### src/rtl/dsss_pkg.sv
`default_nettype none
// ---------------------------------------------------------------------------
// dsss_pkg : shared constants and FSM state type for the 1 Mbps DSSS receive path
// rev 1.0
// ---------------------------------------------------------------------------
package dsss_pkg;

  localparam int SPS_DEFAULT  = 20;
  localparam int IN_W_DEFAULT = 32;
  localparam int METRIC_SHIFT = 8;
  localparam int TRUNC_SHIFT  = 16;
  localparam int P_W          = 16;

  typedef enum logic [0:0] {
    ACQ   = 1'b0,
    TRACK = 1'b1
  } demod_state_e;

endpackage
`default_nettype wire

### src/rtl/dbpsk_slicer.sv
`default_nettype none
// ---------------------------------------------------------------------------
// dbpsk_slicer : sign of Re{cur * conj(ref)}, purely combinational
// rev 1.0
// ---------------------------------------------------------------------------
module dbpsk_slicer
  import dsss_pkg::*;
(
  input  logic signed [P_W-1:0] cur_re,
  input  logic signed [P_W-1:0] cur_im,
  input  logic signed [P_W-1:0] ref_re,
  input  logic signed [P_W-1:0] ref_im,
  output logic                  neg
);

  localparam logic signed [2*P_W:0] ZERO = '0;

  logic signed [2*P_W-1:0] prod_re;
  logic signed [2*P_W-1:0] prod_im;
  logic signed [2*P_W:0]   dot;

  always_comb begin
    prod_re = (2*P_W)'(cur_re) * (2*P_W)'(ref_re);
    prod_im = (2*P_W)'(cur_im) * (2*P_W)'(ref_im);
    // one guard bit: two full-scale products can reach 2^31
    dot     = {prod_re[2*P_W-1], prod_re} + {prod_im[2*P_W-1], prod_im};
    neg     = (dot < ZERO);
  end

endmodule
`default_nettype wire

### src/rtl/dbpsk_symbol_demod.sv
`default_nettype none
// ---------------------------------------------------------------------------
// dbpsk_symbol_demod : peak-phase acquisition, symbol decimation, DBPSK detection
// rev 1.0
// ---------------------------------------------------------------------------
module dbpsk_symbol_demod
  import dsss_pkg::*;
#(
  parameter int SPS         = SPS_DEFAULT,
  parameter int IN_W        = IN_W_DEFAULT,
  parameter int ACQ_SYMBOLS = 8,
  parameter int PH_W        = $clog2(SPS)
) (
  input  logic            clk,
  input  logic            reset,
  input  logic [IN_W-1:0] despread_sample_i,
  input  logic [IN_W-1:0] despread_sample_q,
  input  logic            despread_sample_valid,
  input  logic            restart,
  output logic            bit_out,
  output logic            bit_valid,
  output logic            locked,
  output logic [PH_W-1:0] peak_phase
);

  localparam int M_W   = IN_W + 1 - METRIC_SHIFT;
  localparam int ACC_W = M_W + $clog2(ACQ_SYMBOLS);
  localparam int SC_W  = (ACQ_SYMBOLS > 1) ? $clog2(ACQ_SYMBOLS) : 1;
  localparam logic [PH_W-1:0] PH_LAST = PH_W'(SPS - 1);
  localparam logic [SC_W-1:0] SC_LAST = SC_W'(ACQ_SYMBOLS - 1);

  demod_state_e state_q, state_d;
  logic [PH_W-1:0]  ph_q, ph_d;
  logic [SC_W-1:0]  sc_q, sc_d;
  logic [ACC_W-1:0] acc_q [0:SPS-1];
  logic [ACC_W-1:0] acc_d [0:SPS-1];
  logic [ACC_W-1:0] best_val_q, best_val_d;
  logic [PH_W-1:0]  best_idx_q, best_idx_d;
  logic [PH_W-1:0]  peak_phase_q, peak_phase_d;
  logic             ref_valid_q, ref_valid_d;
  logic signed [P_W-1:0] ref_re_q, ref_re_d;
  logic signed [P_W-1:0] ref_im_q, ref_im_d;
  logic             bit_out_q, bit_out_d;
  logic             bit_valid_q, bit_valid_d;

  logic [IN_W-1:0]  abs_i, abs_q;
  logic [IN_W:0]    mag_sum;
  logic [M_W-1:0]   metric;
  logic [ACC_W-1:0] acc_sum;
  logic signed [IN_W-1:0] s_i, s_q;
  logic signed [P_W-1:0]  cur_re, cur_im;
  logic             slice_neg;
  logic             ph_last, sc_last, acq_done;

  // Magnitude metric: |I|+|Q| needs one extra bit before the shift
  always_comb begin
    abs_i   = despread_sample_i[IN_W-1] ? (~despread_sample_i) + IN_W'(1) : despread_sample_i;
    abs_q   = despread_sample_q[IN_W-1] ? (~despread_sample_q) + IN_W'(1) : despread_sample_q;
    mag_sum = {1'b0, abs_i} + {1'b0, abs_q};
    metric  = M_W'(mag_sum >> METRIC_SHIFT);
    acc_sum = acc_q[ph_q] + ACC_W'(metric);
    s_i     = $signed(despread_sample_i);
    s_q     = $signed(despread_sample_q);
    cur_re  = P_W'(s_i >>> TRUNC_SHIFT);
    cur_im  = P_W'(s_q >>> TRUNC_SHIFT);
    ph_last = (ph_q == PH_LAST);
    sc_last = (sc_q == SC_LAST);
    acq_done = despread_sample_valid && (state_q == ACQ) && ph_last && sc_last;
  end

  dbpsk_slicer u_slicer (
    .cur_re (cur_re),
    .cur_im (cur_im),
    .ref_re (ref_re_q),
    .ref_im (ref_im_q),
    .neg    (slice_neg)
  );

  always_ff @(posedge clk) begin
    if (reset) begin
      state_q      <= ACQ;
      ph_q         <= '0;
      sc_q         <= '0;
      for (int k = 0; k < SPS; k++) acc_q[k] <= '0;
      best_val_q   <= '0;
      best_idx_q   <= '0;
      peak_phase_q <= '0;
      ref_valid_q  <= 1'b0;
      ref_re_q     <= '0;
      ref_im_q     <= '0;
      bit_out_q    <= 1'b0;
      bit_valid_q  <= 1'b0;
    end else begin
      state_q      <= state_d;
      ph_q         <= ph_d;
      sc_q         <= sc_d;
      for (int k = 0; k < SPS; k++) acc_q[k] <= acc_d[k];
      best_val_q   <= best_val_d;
      best_idx_q   <= best_idx_d;
      peak_phase_q <= peak_phase_d;
      ref_valid_q  <= ref_valid_d;
      ref_re_q     <= ref_re_d;
      ref_im_q     <= ref_im_d;
      bit_out_q    <= bit_out_d;
      bit_valid_q  <= bit_valid_d;
    end
  end

  always_comb begin
    state_d = state_q;
    if (restart) begin
      state_d = ACQ;
    end else if (acq_done) begin
      state_d = TRACK;
    end
  end

  always_comb begin
    for (int k = 0; k < SPS; k++) acc_d[k] = acc_q[k];
    ph_d         = ph_q;
    sc_d         = sc_q;
    best_val_d   = best_val_q;
    best_idx_d   = best_idx_q;
    peak_phase_d = peak_phase_q;
    ref_valid_d  = ref_valid_q;
    ref_re_d     = ref_re_q;
    ref_im_d     = ref_im_q;
    bit_out_d    = bit_out_q;
    bit_valid_d  = 1'b0;

    if (restart) begin
      // restart wins over a coincident sample, which is dropped
      for (int k = 0; k < SPS; k++) acc_d[k] = '0;
      ph_d        = '0;
      sc_d        = '0;
      best_val_d  = '0;
      best_idx_d  = '0;
      ref_valid_d = 1'b0;
    end else if (despread_sample_valid) begin
      ph_d = ph_last ? '0 : ph_q + PH_W'(1);
      if (state_q == ACQ) begin
        acc_d[ph_q] = acc_sum;
        if (ph_last && !sc_last) begin
          sc_d = sc_q + SC_W'(1);
        end
        // strict compare keeps the lowest phase on ties
        if (sc_last && (acc_sum > best_val_q)) begin
          best_val_d = acc_sum;
          best_idx_d = ph_q;
        end
        if (ph_last && sc_last) begin
          peak_phase_d = best_idx_d;
        end
      end else if (ph_q == peak_phase_q) begin
        ref_re_d    = cur_re;
        ref_im_d    = cur_im;
        ref_valid_d = 1'b1;
        if (ref_valid_q) begin
          bit_valid_d = 1'b1;
          bit_out_d   = slice_neg;
        end
      end
    end
  end

  always_comb begin
    locked     = (state_q == TRACK);
    bit_out    = bit_out_q;
    bit_valid  = bit_valid_q;
    peak_phase = peak_phase_q;
  end

endmodule
`default_nettype wire

### config.mk
export PLATFORM = sky130hd
export DESIGN_NAME = dbpsk_symbol_demod
export DESIGN_NICKNAME = d
export VERILOG_FILES = /design/src/rtl/dsss_pkg.sv /design/src/rtl/dbpsk_slicer.sv /design/src/rtl/dbpsk_symbol_demod.sv
export SDC_FILE = /design/constraint.sdc
export NUM_CORES = 2
export LEC_CHECK = 0
export ABC_AREA = 1
export CAP_MARGIN = 10
export CORE_MARGIN = 8
export CORE_UTILIZATION = 65
export CTS_BUF_LIST = sky130_fd_sc_hd__clkbuf_16
export DETAILED_ROUTE_END_ITERATION = 10
export PLACE_DENSITY_LB_ADDON = 0.12
export SYNTH_ARGS = -nofsm -noshare
export SYNTH_HDL_FRONTEND = slang
export SYNTH_SLANG_ARGS = --single-unit
### constraint.sdc
create_clock -name clk -period 10.15 [get_ports clk]
set_clock_uncertainty 0.2 [all_clocks]
set_input_delay 2.03 -clock clk [delete_from_list [all_inputs] [get_ports clk]]
set_output_delay 2.03 -clock clk [all_outputs]
set_load 0.005 [all_outputs]
# After elaboration in Yosys (flattened, before gate mapping)
# Memories as Yosys holds them, arrays and structs flattened. A register that Yosys moved wholly into a read port is not among the register bits.
# Index checks and enable logic that the tools add are counted.
[totals]
ff_bits = 82
ramBits = 560
in_bits = 68
elab_cells = 108
n_memories = 1
[memory_table]
columns = ["name", "depth", "word_bits", "read_ports", "rd_ports_with_merged_regs", "write_ports", "line_no", "rtl"]
rows = [
  ["acc_q", 20, 28, 21, 1, 20, "dbpsk_symbol_demod.sv:35", "logic [ACC_W-1:0] acc_q [0:SPS-1];"],
]
[op_classes]
n_addsub = 7
multipliers = 2
order_cmp = 4
eq_ne = 3
mux = 36
n_bitwise = 27
n_reduce_logical = 17
[op_table]
columns = ["operator", "n"]
rows = [
  ["560-bit two-way mux", 3],
  ["28-bit two-way mux", 21],
  ["560-bit bitwise mux", 1],
  ["28-bit demux with 5-bit select", 1],
  ["32-bit by 32-bit adder with 33-bit output", 2],
  ["32-bit by 1-bit adder with 32-bit output (second input constant)", 2],
  ["16-bit by 16-bit multiplier with 32-bit output", 2],
  ["32-bit two-way mux", 2],
  ["32-bit NOT", 2],
  ["33-bit by 1-bit < comparator with 1-bit output (second input constant)", 1],
  ["28-bit by 25-bit adder with 28-bit output", 1],
  ["28-bit greater-than comparator", 1],
  ["5-bit two-way mux", 4],
  ["1-bit bitwise OR", 20],
  ["3-bit AND reduction", 3],
  ["4-bit AND reduction", 2],
  ["1-bit logical AND", 7],
  ["6-bit >= comparator (second input constant)", 1],
  ["6-bit by 1-bit < comparator with 1-bit output (second input constant)", 1],
  ["5-bit NOT with 6-bit output", 1],
  ["5-bit by 1-bit adder with 5-bit output (second input constant)", 1],
  ["5-bit equality test", 1],
  ["5-bit equality test (second input constant)", 1],
  ["5-bit AND reduction", 1],
  ["other kinds (8)", 14],
]

# Longest topological paths before layout
[logic_depth]
depth_word = 10
depth_mapped = 48

# By module
# A second synthesis with hierarchy kept.
[unflattened]
hier_cells = 7569
hier_area_um2 = 54855.1
[by_module_without_submodules]
columns = ["module", "instances", "cells_each", "area_per_inst_um2"]
rows = [
  ["dbpsk_symbol_demod", 1, 5255, 35305.1],
  ["dbpsk_slicer", 1, 2314, 19550.0],
]

# Least setup slack after synthesis
# No wires, ideal clock.
[synth_timing]
path_type = "input to register"
startpoint = "input despread_sample_i[31]"
endpoint = "register bit_out_q (netlist: bit_out)"
setup_time_ns = 0.109
t_arrival_ns = 8.349
required_time_ns = 9.841
slack_ns = 1.492
cell_stages = 27
cell_sequence = "clkbuf_1 > clkbuf_1 > buf_1 > nand2_1 > inv_1 > fa_1 > fa_1 > fa_1 > inv_1 > fa_1 > fa_1 > inv_1 > fa_1 > inv_1 > fa_1 > fa_1 > inv_1 > ha_1 > nand2_1 > nor3_1 > nand3_1 > nor3_1 > a21oi_1 > nand3_1 > nand3_1 > nand2_1 > inv_1"
[synth_between]
elab_chain_len = 3
[synth_lines]
columns = ["element", "line_no", "rtl"]
rows = [
  ["start: declaration", "dbpsk_symbol_demod.sv:16", "input logic [IN_W-1:0] despread_sample_i,"],
  ["16-bit by 16-bit multiplier with 32-bit output", "dbpsk_slicer.sv:23", "prod_re = (2*P_W)'(cur_re) * (2*P_W)'(ref_re);"],
  ["32-bit by 32-bit adder with 33-bit output", "dbpsk_slicer.sv:26", "dot = {prod_re[2*P_W-1], prod_re} + {prod_im[2*P_W-1], prod_im};"],
  ["33-bit by 1-bit < comparator with 1-bit output", "dbpsk_slicer.sv:27", "neg = (dot < ZERO);"],
  ["end signal: assignment", "dbpsk_symbol_demod.sv:104", "bit_out_q <= bit_out_d;"],
  ["end: declaration", "dbpsk_symbol_demod.sv:43", "logic bit_out_q, bit_out_d;"],
]
# No other way between the ends.
# A chain may end at the register's enable or synchronous reset.

# Final worst setup path
# Ends and elaborated chain as after synthesis.

==> impl_summary.log <==
[metrics] Die Width: 304.7 um
[metrics] count of input and output buffers: 75
[metrics] largest fanout on the critical path: 23
[metrics] Final setup violation count: 0
[metrics] number of iterations in the first detailed-routing pass: 8
[metrics] proportion of total power due to net switching: 0.3701
[metrics] final worst path period share: 0.8991
[metrics] post-DR vias/cell: 5.708
[metrics] number of library cell types mapped by synthesis: 55
[metrics] Cell Pwr Density: 123.7 mW/mm^2
[metrics] synthesized instance count: 7523
[metrics] CTS buffer count: 75
[metrics] Logic pwr share: 0.275
[metrics] gr ovfl total: 0
[metrics] result of the run: finished, final reports clean
[metrics] synthesized-area fraction occupied by xor and xnor cells: 0.01693
[metrics] area of the multi-input gates: 0.03272 mm^2
[metrics] pin count of the biggest net entering global routing: 181
[metrics] area enclosed by the die boundary: 0.09282 mm^2
[metrics] share of cells above drive strength 1: 0.04019
[metrics] ANT nets after route: 0
[metrics] pin slew with the least headroom to its limit: 1222 ps
[metrics] final max-slew violation count: 0
[metrics] worst hold-check slack: 250.2 ps
[metrics] Post-Synthesis Mean Instance Area: 7.200 um^2
[metrics] clock tree buffer depth: 3
[metrics] TritonCTS sink count: 647
[metrics] placeable core region: 0.08302 mm^2
[metrics] total number of placement rows: 106
[metrics] TritonCTS clock tree: done
[metrics] Area Overhead vs Synth: 6.383%
[metrics] Cell Area, Placed: 0.05531 mm^2
[metrics] Post-CTS Setup Bufs: 0
[metrics] ys async rst share: 0
[metrics] global-route wire length before repair: 256700 um
[metrics] Total Neg Setup Slack: 0 ps
[metrics] clock input transition at the sequential cells of the worst setup and hold paths: 60 ps
[metrics] top achievable clock speed: 109.6 MHz
[metrics] relative max-transition margin: 0.1845
[metrics] biggest area contributors in the synthesized netlist: sky130_fd_sc_hd__dfxtp_1 (24%), sky130_fd_sc_hd__fa_1 (22%), sky130_fd_sc_hd__inv_1 (12%)
[metrics] share of Yosys cell area claimed by the top area cell type: 0.2391
[metrics] number of synthesized flops with an enable pin: 0
[metrics] final hold viol count: 0
[metrics] die height: 304.7 um
[metrics] kind of path behind the tightest hold check: register to register
[metrics] clock root buffer: sky130_fd_sc_hd__clkbuf_16
[metrics] Synthesized Nets: 8412
[metrics] fraction of the mapped netlist area in compound gates: 0.1666
[metrics] Period minus WS final: 9126 ps
[metrics] Worst Path Class, Setup: input port to register
[metrics] maximum resistive drop on vdd: 0.1553 mV
[metrics] net load switching power: 2.638 mW
[metrics] MaxCap Viol Count: 0
[metrics] total wire length: 160800 um
[metrics] internal power: 4.491 mW
[metrics] arrival time at the worst endpoint: 9480 ps
[metrics] share of the core filled with cells: 0.6940
[metrics] nature of the critical path startpoint: input port
[metrics] share of synthesized cell area in full adder, half adder and majority cells: 0.2706
[metrics] cell leakage power: 28.85 nW
[metrics] number of H-tree branching levels: 3
[metrics] Resize count post-CTS: 0
[metrics] later-pin clock latency in the skew report: 670 ps
[metrics] GPL Wtd Cong: 0.9933
[metrics] share of synthesized cell area in and, or, nand and nor gates: 0.1483
[metrics] fin nets: 8195
[metrics] share of synthesized area spent on multiplexers: 0
[metrics] layout filler cell count: 7168
[metrics] per-cell routed wire length: 19.03 um
[metrics] cell area after synthesis: 0.05416 mm^2
[metrics] Storage cell area: 0.01296 mm^2
[metrics] worst slack after detailed placement: 409.3 ps
[metrics] top-level port count: 76
[metrics] portion of total power attributed to the clock network: 0.366
[metrics] unrepaired setup endpoints after global routing: false
[metrics] placed wire-length estimate after detailed placement: 111500 um
[metrics] dominant combinational cell family by area after synthesis: adder cells
[metrics] Remaining DRCs: 0
[metrics] global router's overall resource usage: 0.3442
[metrics] capturing element type of the critical path: register
[metrics] register share of total power: 0.359
[metrics] total number of vias: 48230
[metrics] effective utilization at floorplan: 0.6524
[metrics] Hold Buf Count CTS: 0
[metrics] DR iter-0 viols: 5438
[metrics] slack of the critical path: 1024 ps
[metrics] library cell occupying the most area in the post-synthesis netlist: sky130_fd_sc_hd__dfxtp_1
[metrics] vias in the first global route: 47280
[metrics] critical path required time: 10500 ps
[metrics] number of synthesis warnings: 0
[metrics] sequential-to-total area share from yosys stat: 0.2391
[metrics] top_reg_cell synth: sky130_fd_sc_hd__dfxtp_1
[metrics] initial antenna violation count: 1
[metrics] flip-flop and latch count after synthesis: 647
[metrics] area of all placed cells without fillers: 0.05762 mm^2
-- power groups by stage --
stage	Clock [mW]	Combinational [mW]	Sequential (mW)
detailed placement	0	1.89	2.62
global placement	0	1.89	2.62
global route	2.73	2.09	2.56
floorplan	0	1.19	2.61
CTS	2.63	1.90	2.56
finish	2.61	1.96	2.56
-- per-layer routing --
layer  global-route usage  share of wire
met1               0.4796           0.41
met2               0.5317           0.44
met3              0.07606           0.11
met4               0.1150          0.035
met5                    0              0
-- critical path, stage by stage --
cell and delay, ps:
sky130_fd_sc_hd__clkdlybuf4s50_1 480, sky130_fd_sc_hd__buf_4 300, sky130_fd_sc_hd__nand2_1 140, sky130_fd_sc_hd__inv_1 180, sky130_fd_sc_hd__fa_1 460, sky130_fd_sc_hd__fa_1 490, sky130_fd_sc_hd__fa_1 730, sky130_fd_sc_hd__inv_1 340
sky130_fd_sc_hd__fa_1 540, sky130_fd_sc_hd__fa_1 520, sky130_fd_sc_hd__inv_1 60, sky130_fd_sc_hd__fa_1 520, sky130_fd_sc_hd__inv_1 50, sky130_fd_sc_hd__fa_1 450, sky130_fd_sc_hd__fa_1 500, sky130_fd_sc_hd__inv_1 50
sky130_fd_sc_hd__ha_1 290, sky130_fd_sc_hd__nand2_1 150, sky130_fd_sc_hd__o21bai_1 130, sky130_fd_sc_hd__nand3_1 150, sky130_fd_sc_hd__nand2_1 100, sky130_fd_sc_hd__nand2_1 60, sky130_fd_sc_hd__a21oi_1 400, sky130_fd_sc_hd__inv_1 100
sky130_fd_sc_hd__nand2_1 80, sky130_fd_sc_hd__nand3_1 60, sky130_fd_sc_hd__nand2_1 60, sky130_fd_sc_hd__inv_1 40
-- final timing paths --
path | to | slack [ps] | cells past startpoint | start
min | best_idx_q[2] | 250 | 2 | best_idx_q[2]
min reg2reg | best_idx_q[2] | 250 | 2 | best_idx_q[2]
max reg2reg | bit_out | 2180 | 28 | ref_im_q[0]
max | bit_out | 1020 | 28 | despread_sample_i[31]
-- logic make-up after synthesis --
logic type / Yosys count
buffers and inverters: 2237
AND/OR/NAND/NOR: 2006
AO/OA/AOI/OAI: 1709
adder cells (fa/ha/maj): 821
flip-flops: 647
XOR/XNOR: 103
-- cells in the mapped netlist, types with 2 or more instances --
cell	instances
sky130_fd_sc_hd__inv_1	1724
sky130_fd_sc_hd__nand2_1	1091
sky130_fd_sc_hd__o21ai_0	768
sky130_fd_sc_hd__a21oi_1	731
sky130_fd_sc_hd__dfxtp_1	647
sky130_fd_sc_hd__nor2_1	606
sky130_fd_sc_hd__fa_1	584
sky130_fd_sc_hd__clkbuf_1	324
sky130_fd_sc_hd__ha_1	237
sky130_fd_sc_hd__nand3_1	214
sky130_fd_sc_hd__buf_2	113
sky130_fd_sc_hd__xor2_1	84
sky130_fd_sc_hd__o211ai_1	54
sky130_fd_sc_hd__buf_1	39
sky130_fd_sc_hd__o21ai_1	35
sky130_fd_sc_hd__nor3_1	34
sky130_fd_sc_hd__a22oi_1	26
sky130_fd_sc_hd__nand4_1	24
sky130_fd_sc_hd__inv_2	21
sky130_fd_sc_hd__xnor2_1	17
sky130_fd_sc_hd__a31oi_1	16
sky130_fd_sc_hd__o22ai_1	15
sky130_fd_sc_hd__nor2_2	14
sky130_fd_sc_hd__a32o_1	9
sky130_fd_sc_hd__buf_4	9
sky130_fd_sc_hd__a221oi_1	8
sky130_fd_sc_hd__nor4_1	7
sky130_fd_sc_hd__o21bai_1	7
sky130_fd_sc_hd__o311ai_1	7
sky130_fd_sc_hd__a21o_1	6
sky130_fd_sc_hd__a31o_2	6
sky130_fd_sc_hd__clkinv_1	5
sky130_fd_sc_hd__o311ai_0	5
sky130_fd_sc_hd__nor3_2	4
sky130_fd_sc_hd__o21a_1	4
sky130_fd_sc_hd__nand2_2	3
sky130_fd_sc_hd__or2_2	3
sky130_fd_sc_hd__a21boi_0	2
sky130_fd_sc_hd__nand3b_1	2
sky130_fd_sc_hd__o221ai_1	2
sky130_fd_sc_hd__o31ai_1	2
-- cells in the final DEF (no fill, tap or decap), types with 7 or more instances in the layout --
| master | count |
|---|---|
| sky130_fd_sc_hd__inv_1 | 1746 |
| sky130_fd_sc_hd__nand2_1 | 1091 |
| sky130_fd_sc_hd__o21ai_0 | 768 |
| sky130_fd_sc_hd__a21oi_1 | 731 |
| sky130_fd_sc_hd__dfxtp_1 | 644 |
| sky130_fd_sc_hd__nor2_1 | 600 |
| sky130_fd_sc_hd__fa_1 | 584 |
| sky130_fd_sc_hd__ha_1 | 237 |
| sky130_fd_sc_hd__nand3_1 | 213 |
| sky130_fd_sc_hd__buf_4 | 114 |
| sky130_fd_sc_hd__xor2_1 | 79 |
| sky130_fd_sc_hd__clkbuf_16 | 75 |
| sky130_fd_sc_hd__clkdlybuf4s50_1 | 75 |
| sky130_fd_sc_hd__o211ai_1 | 54 |
| sky130_fd_sc_hd__o21ai_1 | 35 |
| sky130_fd_sc_hd__nor3_1 | 34 |
| sky130_fd_sc_hd__a22oi_1 | 26 |
| sky130_fd_sc_hd__nand4_1 | 24 |
| sky130_fd_sc_hd__inv_2 | 22 |
| sky130_fd_sc_hd__clkinv_1 | 17 |
| sky130_fd_sc_hd__a31oi_1 | 16 |
| sky130_fd_sc_hd__xnor2_1 | 16 |
| sky130_fd_sc_hd__nor2_2 | 15 |
| sky130_fd_sc_hd__o22ai_1 | 15 |
| sky130_fd_sc_hd__inv_6 | 9 |
| sky130_fd_sc_hd__a32o_1 | 9 |
| sky130_fd_sc_hd__a221oi_1 | 8 |
| sky130_fd_sc_hd__o21bai_1 | 7 |
| sky130_fd_sc_hd__nor4_1 | 7 |
| sky130_fd_sc_hd__o311ai_1 | 7 |
-- stage by stage --
stage	std cells	power (mW)
after global placement	8309	4.504
after global routing	8445	7.383
after detailed placement	8309	4.507
after CTS	8445	7.089
final	8450	7.129
after floorplan	7523	3.803
-- registers in the layout, summed over array words and instances (netlist names), named ones only --
name         count
peak_phase       5
bit_valid        1
best_val_q      28
sc_q             3
ref_re_q        16
locked           1
acc_q          560
best_idx_q       5
ph_q             5
bit_out          1
ref_valid_q      1
ref_im_q        16
-- final cells by class --
class                   instances  area share
multi-input cells            4639      0.5679
flip-flops and latches        647      0.2249
inverters                    1750      0.1143
clock buffers                  75     0.03257
repair buffers                193     0.02927
well taps                    1080     0.02345
clock inverters                61    0.007340
diodes                          5   0.0002171
Power figures use the tool's default switching activity.
